## src/rtl/mul8_seq_pkg.sv

```systemverilog
// Shared definitions for the sequential 8x8 multiplier: FSM state encoding
// and iteration count.
package mul8_seq_pkg;

  // One partial-product add per multiplier bit.
  localparam int MUL_ITERS = 8;

  // Counter value during the final iteration (cnt never holds MUL_ITERS in RUN).
  localparam logic [3:0] MUL_CNT_LAST = 4'(MUL_ITERS - 1);

  typedef enum logic [1:0] {
    MUL_IDLE = 2'd0,
    MUL_RUN  = 2'd1,
    MUL_DONE = 2'd2
  } mul_state_e;

endpackage : mul8_seq_pkg

```

## src/rtl/mul8_seq_add8.sv

```systemverilog
// 8-bit ripple-carry adder (add8), shared by the math datapath.
module add8 (
  input  logic [7:0] a,
  input  logic [7:0] b,
  input  logic       cin,
  output logic [7:0] sum,
  output logic       cout
);

  logic [8:0] carry;

  // Ripple the carry through eight full-adder stages.
  always_comb begin
    // NOTE: every combinationally driven signal gets a default first, so no path leaves it unassigned and no latch is inferred.
    carry    = '0;
    sum      = '0;
    carry[0] = cin;
    for (int i = 0; i < 8; i++) begin
      sum[i]       = a[i] ^ b[i] ^ carry[i];
      carry[i + 1] = (a[i] & b[i]) | (carry[i] & (a[i] ^ b[i]));
    end
  end

  assign cout = carry[8];

endmodule : add8

```

## src/rtl/mul8_seq.sv

```systemverilog
// Sequential 8x8 unsigned shift-add multiplier. One add8 is reused for one
// partial-product add per cycle; start/busy/done handshake, registered product.
module mul8_seq
  import mul8_seq_pkg::*;
(
  input  logic        clk,
  input  logic        rst,
  input  logic        start,
  input  logic [7:0]  a,
  input  logic [7:0]  b,
  output logic        busy,
  output logic        done,
  output logic [15:0] product
);

  mul_state_e state;
  mul_state_e state_next;

  logic [7:0] mcand;   // captured multiplicand
  logic [7:0] mq;      // multiplier, shifted out LSB first; fills with product low bits
  logic [7:0] acc;     // running partial sum, high half of the product
  logic [3:0] cnt;     // iterations completed in the current operation

  logic       load;    // accept a new operation this edge
  logic       step;    // perform one shift-add iteration this edge
  logic       last;    // this iteration is the final one

  logic [7:0] addend;
  logic [7:0] add_sum;
  logic       add_cout;

  // Add the multiplicand only when the current multiplier bit is set.
  assign addend = mq[0] ? mcand : 8'h00;

  add8 u_add (
    .a    (acc),
    .b    (addend),
    .cin  (1'b0),
    .sum  (add_sum),
    .cout (add_cout)
  );

  // Next-state and datapath control; start is only honoured in IDLE and DONE.
  always_comb begin
    state_next = state;
    load       = 1'b0;
    step       = 1'b0;
    last       = 1'b0;
    unique case (state)
      MUL_IDLE: begin
        if (start) begin
          load       = 1'b1;
          state_next = MUL_RUN;
        end
      end
      MUL_RUN: begin
        step = 1'b1;
        if (cnt == MUL_CNT_LAST) begin
          last       = 1'b1;
          state_next = MUL_DONE;
        end
      end
      MUL_DONE: begin
        if (start) begin
          load       = 1'b1;
          state_next = MUL_RUN;
        end else begin
          state_next = MUL_IDLE;
        end
      end
      default: state_next = MUL_IDLE;
    endcase
  end

  // State register and shift datapath; reset discards any in-flight operation.
  always_ff @(posedge clk) begin
    // NOTE: sequential state uses non-blocking assignments so every register samples pre-edge values.
    if (rst) begin
      state   <= MUL_IDLE;
      mcand   <= 8'h00;
      mq      <= 8'h00;
      acc     <= 8'h00;
      cnt     <= 4'd0;
      product <= 16'h0000;
    end else begin
      state <= state_next;
      if (load) begin
        mcand <= a;
        mq    <= b;
        acc   <= 8'h00;
        cnt   <= 4'd0;
      end else if (step) begin
        // 17-bit right shift of {cout, sum, mq}: cout lands in acc[7].
        acc <= {add_cout, add_sum[7:1]};
        mq  <= {add_sum[0], mq[7:1]};
        cnt <= cnt + 4'd1;
        if (last) begin
          product <= {add_cout, add_sum, mq[7:1]};
        end
      end
    end
  end

  assign busy = (state == MUL_RUN);
  assign done = (state == MUL_DONE);

endmodule : mul8_seq

```

## config.mk

```make
export PLATFORM = sky130hd
export DESIGN_NAME = mul8_seq
export DESIGN_NICKNAME = d
export VERILOG_FILES = /design/src/rtl/mul8_seq_pkg.sv /design/src/rtl/mul8_seq_add8.sv /design/src/rtl/mul8_seq.sv
export SDC_FILE = /design/constraint.sdc
export NUM_CORES = 1
export LEC_CHECK = 0
export BUFFER_PORTS_ARGS = -buffer_cell sky130_fd_sc_hd__buf_4
export CORE_MARGIN = 5
export CORE_UTILIZATION = 54
export DETAILED_ROUTE_END_ITERATION = 10
export PLACE_DENSITY = 0.78
export SKIP_LAST_GASP = 1
export SLEW_MARGIN = 20
export SYNTH_ARGS = -nofsm -noshare
export SYNTH_HDL_FRONTEND = slang
export SYNTH_SLANG_ARGS = --single-unit
```

## constraint.sdc

```tcl
create_clock -name clk -period 4.1 [get_ports clk]
set_input_delay 0 -clock clk [delete_from_list [all_inputs] [get_ports clk]]
set_output_delay 0 -clock clk [all_outputs]
set_load 0.02 [all_outputs]
```

# == Word level (Yosys, flattened, before mapping) ==
# Cells that the tools add are included.
# word_totals
ff_bits,46
in_bits,19
output_inout_bits,18
wordCells,68
# op_classes
addsub,1
eq_ne,5
mux,12
bitwise_logic,38
n_reduce_logical,6
# op_table
cell,count
$mux W8,3
$and A1 B1 Y1,15
$xor A1 B1 Y1,15
$or A1 B1 Y1,7
$mux W1,6
$pmux W2 S3,1
$add A4 B1 Y4 const B,1
$eq A4 B3 Y1 const B,1
$mux W2,2
$reduce_or A2 Y1,2
$reduce_and A3 Y1,1
$eq A2 B1 Y1 const B,1
$eq A2 B2 Y1 const B,1
$logic_not A2 Y1,1
$ne A2 B1 Y1 const B,1
$ne A2 B2 Y1 const B,1
$reduce_and A2 Y1,1
$reduce_bool A2 Y1,1
$not A1 Y1,1

# == Logic depth before layout (Yosys ltp) ==
# Gate-level depths: netlist (run 1).
# logic_depth
ltp_word,16
mapped_depth,13

# == Cells and area by module ==
# A second synthesis (run 1) with hierarchy kept.
# unflattened
hier_cells,233
area_unflattened_um2,2135.8
# modules_own_cells
mod,n_inst,cells_per_inst,area_per_inst_um2,seq_area_each_um2
mul8_seq,1,215,1938.1,920.9
add8,1,18,197.7,0.0

# == Worst setup path after synthesis (run 1) ==
# No wires, ideal clock.
# synth_timing
path_type,register -> register
startpoint,reg mq[0]
endpoint,reg product[14]
setup_ns,0.086
arrival_time_ns,3.424
t_required_ns,4.014
path_slack_ns,0.590
path_stages_with_launch,14
synth_period_minus_slack_ns,3.510
path_cell_list,dfxtp_1 > and2_1 > ha_1 > inv_1 > fa_1 > inv_1 > fa_1 > fa_1 > fa_1 > fa_1 > fa_1 > inv_1 > fa_1 > a211oi_1
# synth_between
elab_chain_cells,15
elab_cells_between_ends,28
cone_classes,mux: 1; bitwise: 27
# synth_lines
element,line_no,source
from (decl),mul8_seq.sv:20,logic [7:0] mq;
from (signal assigned),mul8_seq.sv:95,"mq <= {add_sum[0], mq[7:1]};"
$mux W8 (*),mul8_seq.sv:33,assign addend = mq[0] ? mcand : 8'h00;
$and A1 B1 Y1 / $xor A1 B1 Y1 (equally long branches),mul8_seq_add8.sv:20,carry[i + 1] = (a[i] & b[i]) | (carry[i] & (a[i] ^ b[i]));
$and A1 B1 Y1,mul8_seq_add8.sv:20,
$or A1 B1 Y1,mul8_seq_add8.sv:20,
$and A1 B1 Y1,mul8_seq_add8.sv:20,
$or A1 B1 Y1,mul8_seq_add8.sv:20,
$and A1 B1 Y1,mul8_seq_add8.sv:20,
$or A1 B1 Y1,mul8_seq_add8.sv:20,
$and A1 B1 Y1,mul8_seq_add8.sv:20,
$or A1 B1 Y1,mul8_seq_add8.sv:20,
$and A1 B1 Y1,mul8_seq_add8.sv:20,
$or A1 B1 Y1,mul8_seq_add8.sv:20,
$and A1 B1 Y1,mul8_seq_add8.sv:20,
$or A1 B1 Y1,mul8_seq_add8.sv:20,
$xor A1 B1 Y1 (*),mul8_seq_add8.sv:19,sum[i] = a[i] ^ b[i] ^ carry[i];
to (signal assigned),mul8_seq.sv:98,"product <= {add_cout, add_sum, mq[7:1]};"
to (decl),mul8_seq.sv:13,output logic [15:0] product
# Mark *: on every way between the ends. The rest lies on a longest branch, timed or not.
# A chain may end at the register's enable or synchronous reset.

# == Worst setup path in the final report (run 1) ==
# Same ends and word-level chain as after synthesis.

==> flow_summary_export.csv, run 1 <==
group,metric,value,unit
critical_path,cp_cell_sequence,"and2_1, ha_1, inv_1, fa_1, inv_1, fa_1, fa_1, fa_1, fa_1, fa_1, inv_1, fa_1, a211oi_1",
drt,drt_wl_total,4200,um
finish,diodes,0,
synthesis,ys_ff_latch,46,
timing,whs,0.00662,ns
placement,place_congestion,0.776,
pwr,leakagePower,0.908,nW
drt,via_count,1624,
critical_path,arrival,3.89,ns
drt,postRouteAntennaNets,0,
global_route,grt_pass1_wl,7020,um
synthesis,yosys.cell_types.count,30,
pwr,vdd_drop_max,0.238,mV
clocking,cts_root_buf,"clkbuf_8",
timing,period_minus_slack,3.66,ns
floorplan,initial_core_util,54.8,%
timing,layout_setup_ws,0.436,ns
global_route,grt_overflow,0,
timing,period_share,89.4,%
clocking,cts_buffers,5,
pwr,power_density,361,nW/um^2
synthesis,netlist_area,1980,sq um
timing,max_slew_margin,54.1,%
clocking,clkSinkCount,46,
floorplan,num_io_pins,37,
timing,hold_violations,0,
placement,pre_cts_slack,0.456,ns
critical_path,cp-start-kind,"flop",
drt,drt_first_pass_iters,4,
floorplan,fp.dieW,70.5,um
clocking,hold_buffers,8,
run,cap_violations,0,
floorplan,die_height,70.5,um
global_route,track_usage,17.6,%
synthesis,yosysWarnings,0,
critical_path,slowest_delay,0.43,ns
synthesis,netlist_instances,225,
finish,drive_gt1_share,19.4,%
clocking,post-cts-setup-buffers,0,
timing,rsz0062_at_grt,"false",
timing,worst_pin_slew,0.685,ns
placement,dp_hpwl,2710,um
critical_path,worst-endpoint-required,4.32,ns
timing,max_freq,273,MHz
drt,dr.first_iter.drc_count,158,
synthesis,syn_area_per_cell,8.78,sq um
clocking,cts_tree,"yes",
drt,remaining_drc_errors,0,
critical_path,end_kind,"flop",
worst_hold_path,hold_class,"input pin to flop",
critical_path,crit_slowest_cell,"fa_1",
global_route,antenna_found_initial,0,
clocking,clockBufferDepth,2,
finish,area_growth,19.9,%
synthesis,ys_seq_area_share,46.6,%
placement,io_buffers,36,
pwr,total_power,0.854,mW
finish,stdcell_area,2370,sq um
clocking,h-tree-depth,2,
finish,fillers,331,
floorplan,fp.dieArea,4970,sq um
floorplan,row_count,22,
critical_path,critPathMostFrequentCell,"fa_1",
outcome,outcome,"completed",
timing,report.final.slew_viol_count,0,
placement,dpl-instance-area,2190,sq um
clocking,cts_resized,0,
drt,drt-wirelength-per-cell,13.7,um
critical_path,cp_max_fo,9,
floorplan,core_area,3610,sq um
global_route,grt_pass1_vias,1566,
timing,tns,0,ns
clocking,clkLatencyLatePin,0.30,ns
synthesis,synth_nets,253,
timing,clock_skew,0.00386,ns
clocking,clk_pin_slew,0.08,ns
finish,nNetsFinal,285,
timing,setup_violations,0,
drt,drt-vias-per-instance,5.31,
global_route,grt_max_degree,40,
critical_path,crit_type,"flop to flop",
[placed cells by master (no fill, tap or decap), drive strengths merged, types with 2 or more instances in the layout]
master       count
ha               2
clkbuf           7
dfxtp           46
nand3           14
nor2b            2
a21oi           32
nor3            17
fa               7
buf             36
nand2b           3
dlygate4sd3      8
a211oi           6
nor2             7
nand3b           2
o21ai           14
o22ai            8
nand2           30
inv              6
and2             6
[routing by layer]
layer	share of wire, %	track usage, %
met2	45	27.5
met3	4.1	3.45
met4	2.1	8.94
met1	48	23.0
met5	0	0
[kinds of logic (layout without fill, tap and decap cells)]
logic type,count (synthesis),count (layout),share of synthesized area (%)
xor+xnor,2,2,0.887
fa+ha+maj,9,9,8.36
simple gates,83,83,20.6
flops,46,46,46.6
compound gates,60,60,16.7
buf+inv,25,58,6.78
[state kept, by name, summed over array words and instances, names as in the netlist]
| register | count |
|---|---|
| product | 16 |
| acc | 8 |
| mcand | 8 |
| mq | 8 |
| cnt | 4 |
| state | 2 |
[critical path: cells and delay by family (launching register included)]
family / cells / cell delay (ns)
AOI/OAI and AO/OA: 1 / 0.20
and+or+nand+nor: 1 / 0.16
adders and majority gates: 8 / 2.66
DFF: 1 / 0.37
buffers and inverters: 3 / 0.18
[synthesized netlist by cell type (all sizes together)]
cell    instances  area share [%]
nand2b          3             1.2
xnor2           1            0.44
nand3          14             3.5
nor2            7             1.3
and3b           1            0.44
and2            6             1.9
or3             1            0.32
clkbuf          4            0.76
xor2            1            0.44
inv             6             1.1
nor2b           2            0.63
nand3b          2            0.76
a21oi          32             8.1
nor3           17             4.8
ha              2             1.3
buf            15             4.9
a211oi          6             2.5
o21ai          14             3.5
o22ai           8             2.5
dfxtp          46              47
nand2          30             5.7
fa              7             7.1
[power by group]
part           switching (mW)  internal [mW]
logic                  0.0551         0.0395
registers              0.0131          0.463
clock network           0.147          0.136
[path summary, 6_finish.rpt]
path / startpoint / end / slack, ns / cells after the start
max: mq[0] / product[14] / 0.44 / 13
min: b[6] / mq[6] / 0.007 / 3
min reg2reg: mcand[5] / mcand[5] / 0.45 / 2
max reg2reg: mq[0] / product[14] / 0.44 / 13
[stage by stage]
| stage | std cells | util [%] |
|---|---|---|
| final | 306 | 65.7 |
| after global routing | 306 | 65.7 |
| after CTS | 306 | 65.6 |
| after detailed placement | 290 | 60.9 |
| after global placement | 290 | 60.9 |
| after floorplan | 225 | - |
[cell type report]
class                      count  area [sq um]  share of cell area (%)
multi-input combinational    154           923                    39.0
sequential                    46           921                    38.9
timing repair buffer          44           350                    14.8
clock buffer                   7          86.3                    3.65
tap                           48          60.1                    2.54
inverter                       6          22.5                   0.951
clock inverter                 1          5.00                   0.211
Note: power is estimated with default switching activity, not from simulation.
==> run 2, diff against run 1 <==
--- a/config.mk
+++ b/config.mk
@@ -6,6 +6,7 @@
 export NUM_CORES = 1
 export LEC_CHECK = 0
 export BUFFER_PORTS_ARGS = -buffer_cell sky130_fd_sc_hd__buf_4
+export CORE_ASPECT_RATIO = 0.8
 export CORE_MARGIN = 5
 export CORE_UTILIZATION = 54
 export DETAILED_ROUTE_END_ITERATION = 10
==> run 2 against run 1 <==
Net effect: worst hold slack better by 0.0062 ns; total power is 1.4% lower; global-route usage is 0.70 points higher; sequential power hardly changed; first-iteration DRC count is 1.3% lower; non-clock buffer count is 1 higher; maximum frequency is 0.74% lower; combinational power is 1% higher; final area is 0.48% lower; utilization is 2.2 points higher; clock power is 5% lower; via count is 1.6% higher; critical endpoint unchanged; largest power group unchanged.
==> flow_summary_export.csv, run 2 (synthesis gave the netlist of run 1 again) <==
group,metric,value,unit
pwr,vdd_drop_max,0.280,mV
timing,max_slew_margin,52.8,%
clocking,clockBufferDepth,2,
global_route,grt_max_degree,40,
clocking,cts_buffers,5,
placement,pre_cts_slack,0.431,ns
global_route,grt_overflow,0,
drt,drt_wl_total,4330,um
drt,drt-vias-per-instance,5.52,
finish,diodes,0,
finish,final_util,67.9,%
drt,highest_layer,"met4",
run,cap_violations,0,
floorplan,num_io_pins,37,
placement,dpl-instance-area,2190,sq um
critical_path,worst-endpoint-required,4.32,ns
finish,final_common_cell,"dfxtp_1",
global_route,track_usage,18.3,%
finish,largest_reg_flops,16,
critical_path,critPathMostFrequentCell,"fa_1",
timing,layout_setup_ws,0.408,ns
outcome,outcome,"completed",
global_route,antenna_found_initial,0,
timing,max_freq,271,MHz
finish,regMostFlops,"product",
clocking,post-cts-setup-buffers,0,
finish,stdcell_area,2360,sq um
placement,dp_hpwl,2840,um
floorplan,initial_core_util,56.9,%
pwr,leakagePower,0.907,nW
clocking,clkSinkCount,46,
timing,hold_violations,0,
critical_path,reg2reg_slack,0.41,ns
drt,dr.first_iter.drc_count,156,
timing,rsz0062_at_grt,"false",
finish,area_growth,19.3,%
drt,drt_first_pass_iters,4,
critical_path,worst-path-buf-inv,3,
critical_path,crit_slowest_cell,"fa_1",
global_route,grt_pass1_wl,7290,um
drt,remaining_drc_errors,0,
critical_path,crit_type,"flop to flop",
worst_hold_path,hold_class,"input pin to flop",
critical_path,slowest_delay,0.44,ns
finish,drive_gt1_share,19.1,%
floorplan,row_count,19,
critical_path,cp_cell_sequence,"and2_1, ha_1, inv_1, fa_1, inv_1, fa_1, fa_1, fa_1, fa_1, fa_1, inv_1, fa_1, a211oi_1",
timing,period_share,90.0,%
drt,via_count,1650,
drt,drt-met1-wl,2080,um
timing,worst_pin_slew,0.706,ns
drt,postRouteAntennaNets,0,
drt,wl_met2,1860,um
critical_path,cp-start-kind,"flop",
floorplan,fp.dieArea,4980,sq um
floorplan,fp.dieW,77.6,um
timing,clock_skew,0.00462,ns
global_route,grt_pass1_vias,1539,
timing,setup_violations,0,
critical_path,end_kind,"flop",
critical_path,cpLargestDelayFamily,"adder cells",
finish,nNetsFinal,286,
timing,report.final.slew_viol_count,0,
timing,period_minus_slack,3.69,ns
drt,drt-wirelength-per-cell,14.5,um
finish,fillers,315,
floorplan,core_area,3470,sq um
critical_path,arrival,3.92,ns
timing,tns,0,ns
pwr,power_density,357,nW/um^2
clocking,clk_pin_slew,0.08,ns
drt,wl_met3,329,um
critical_path,cp_max_fo,9,
clocking,clkLatencyLatePin,0.30,ns
floorplan,die_height,64.1,um
clocking,cts_root_buf,"clkbuf_8",
clocking,h-tree-depth,2,
clocking,cts_tree,"yes",
placement,place_congestion,0.831,
placement,io_buffers,36,
finish,layout_common_cells,"dfxtp_1, buf_4, a21oi_1, nand2_1, nor3_1",
timing,whs,0.0128,ns
## run 2: final cells by class
class	instances	area, sq um	area share (%)
Clock buffer	6	82.6	3.50
Timing Repair Buffer	45	358	15.2
Multi-Input combinational cell	154	921	39.1
Tap cell	42	52.6	2.23
Sequential cell	46	921	39.1
Inverter	6	22.5	0.955
## run 2: tightest hold or removal path, stage by stage
cell     delay (ns)
buf_4          0.11
o22ai_1        0.10
nor3_1         0.06
## run 2: worst paths after layout
| path | start | end | depth (start not counted) |
|---|---|---|---|
| worst min register to register | mcand[5] | mcand[5] | 2 |
| worst max-delay path | mq[0] | product[14] | 13 |
| worst min-delay path | b[7] | mq[7] | 3 |
| worst max register to register | mq[0] | product[14] | 13 |
## run 2: timing repair
| item | CTS | global route |
|---|---|---|
| hold buffers | 8 | 0 |
| endpoints found under the hold margin | 8 | 0 |
| resized for setup | 0 | 0 |
## run 2: routing by layer
layer  up-vias  global-route usage, %
li1        835                      -
met1       756                   25.6
met2        54                   26.0
met3         5                   5.48
met4         0                   8.37
met5         -                      0
## run 2: per-stage QoR
step | power [mW] | std cells
finish | 0.842 | 299
floorplan | 0.553 | 225
CTS | 0.848 | 299
global route | 0.877 | 299
detailed placement | 0.576 | 285
global placement | 0.575 | 285
## run 2: power by group
group          internal (mW)  switching (mW)  leakage, nW
registers              0.463          0.0131        0.374
clock network          0.130           0.140       0.0431
logic                 0.0402          0.0556        0.489
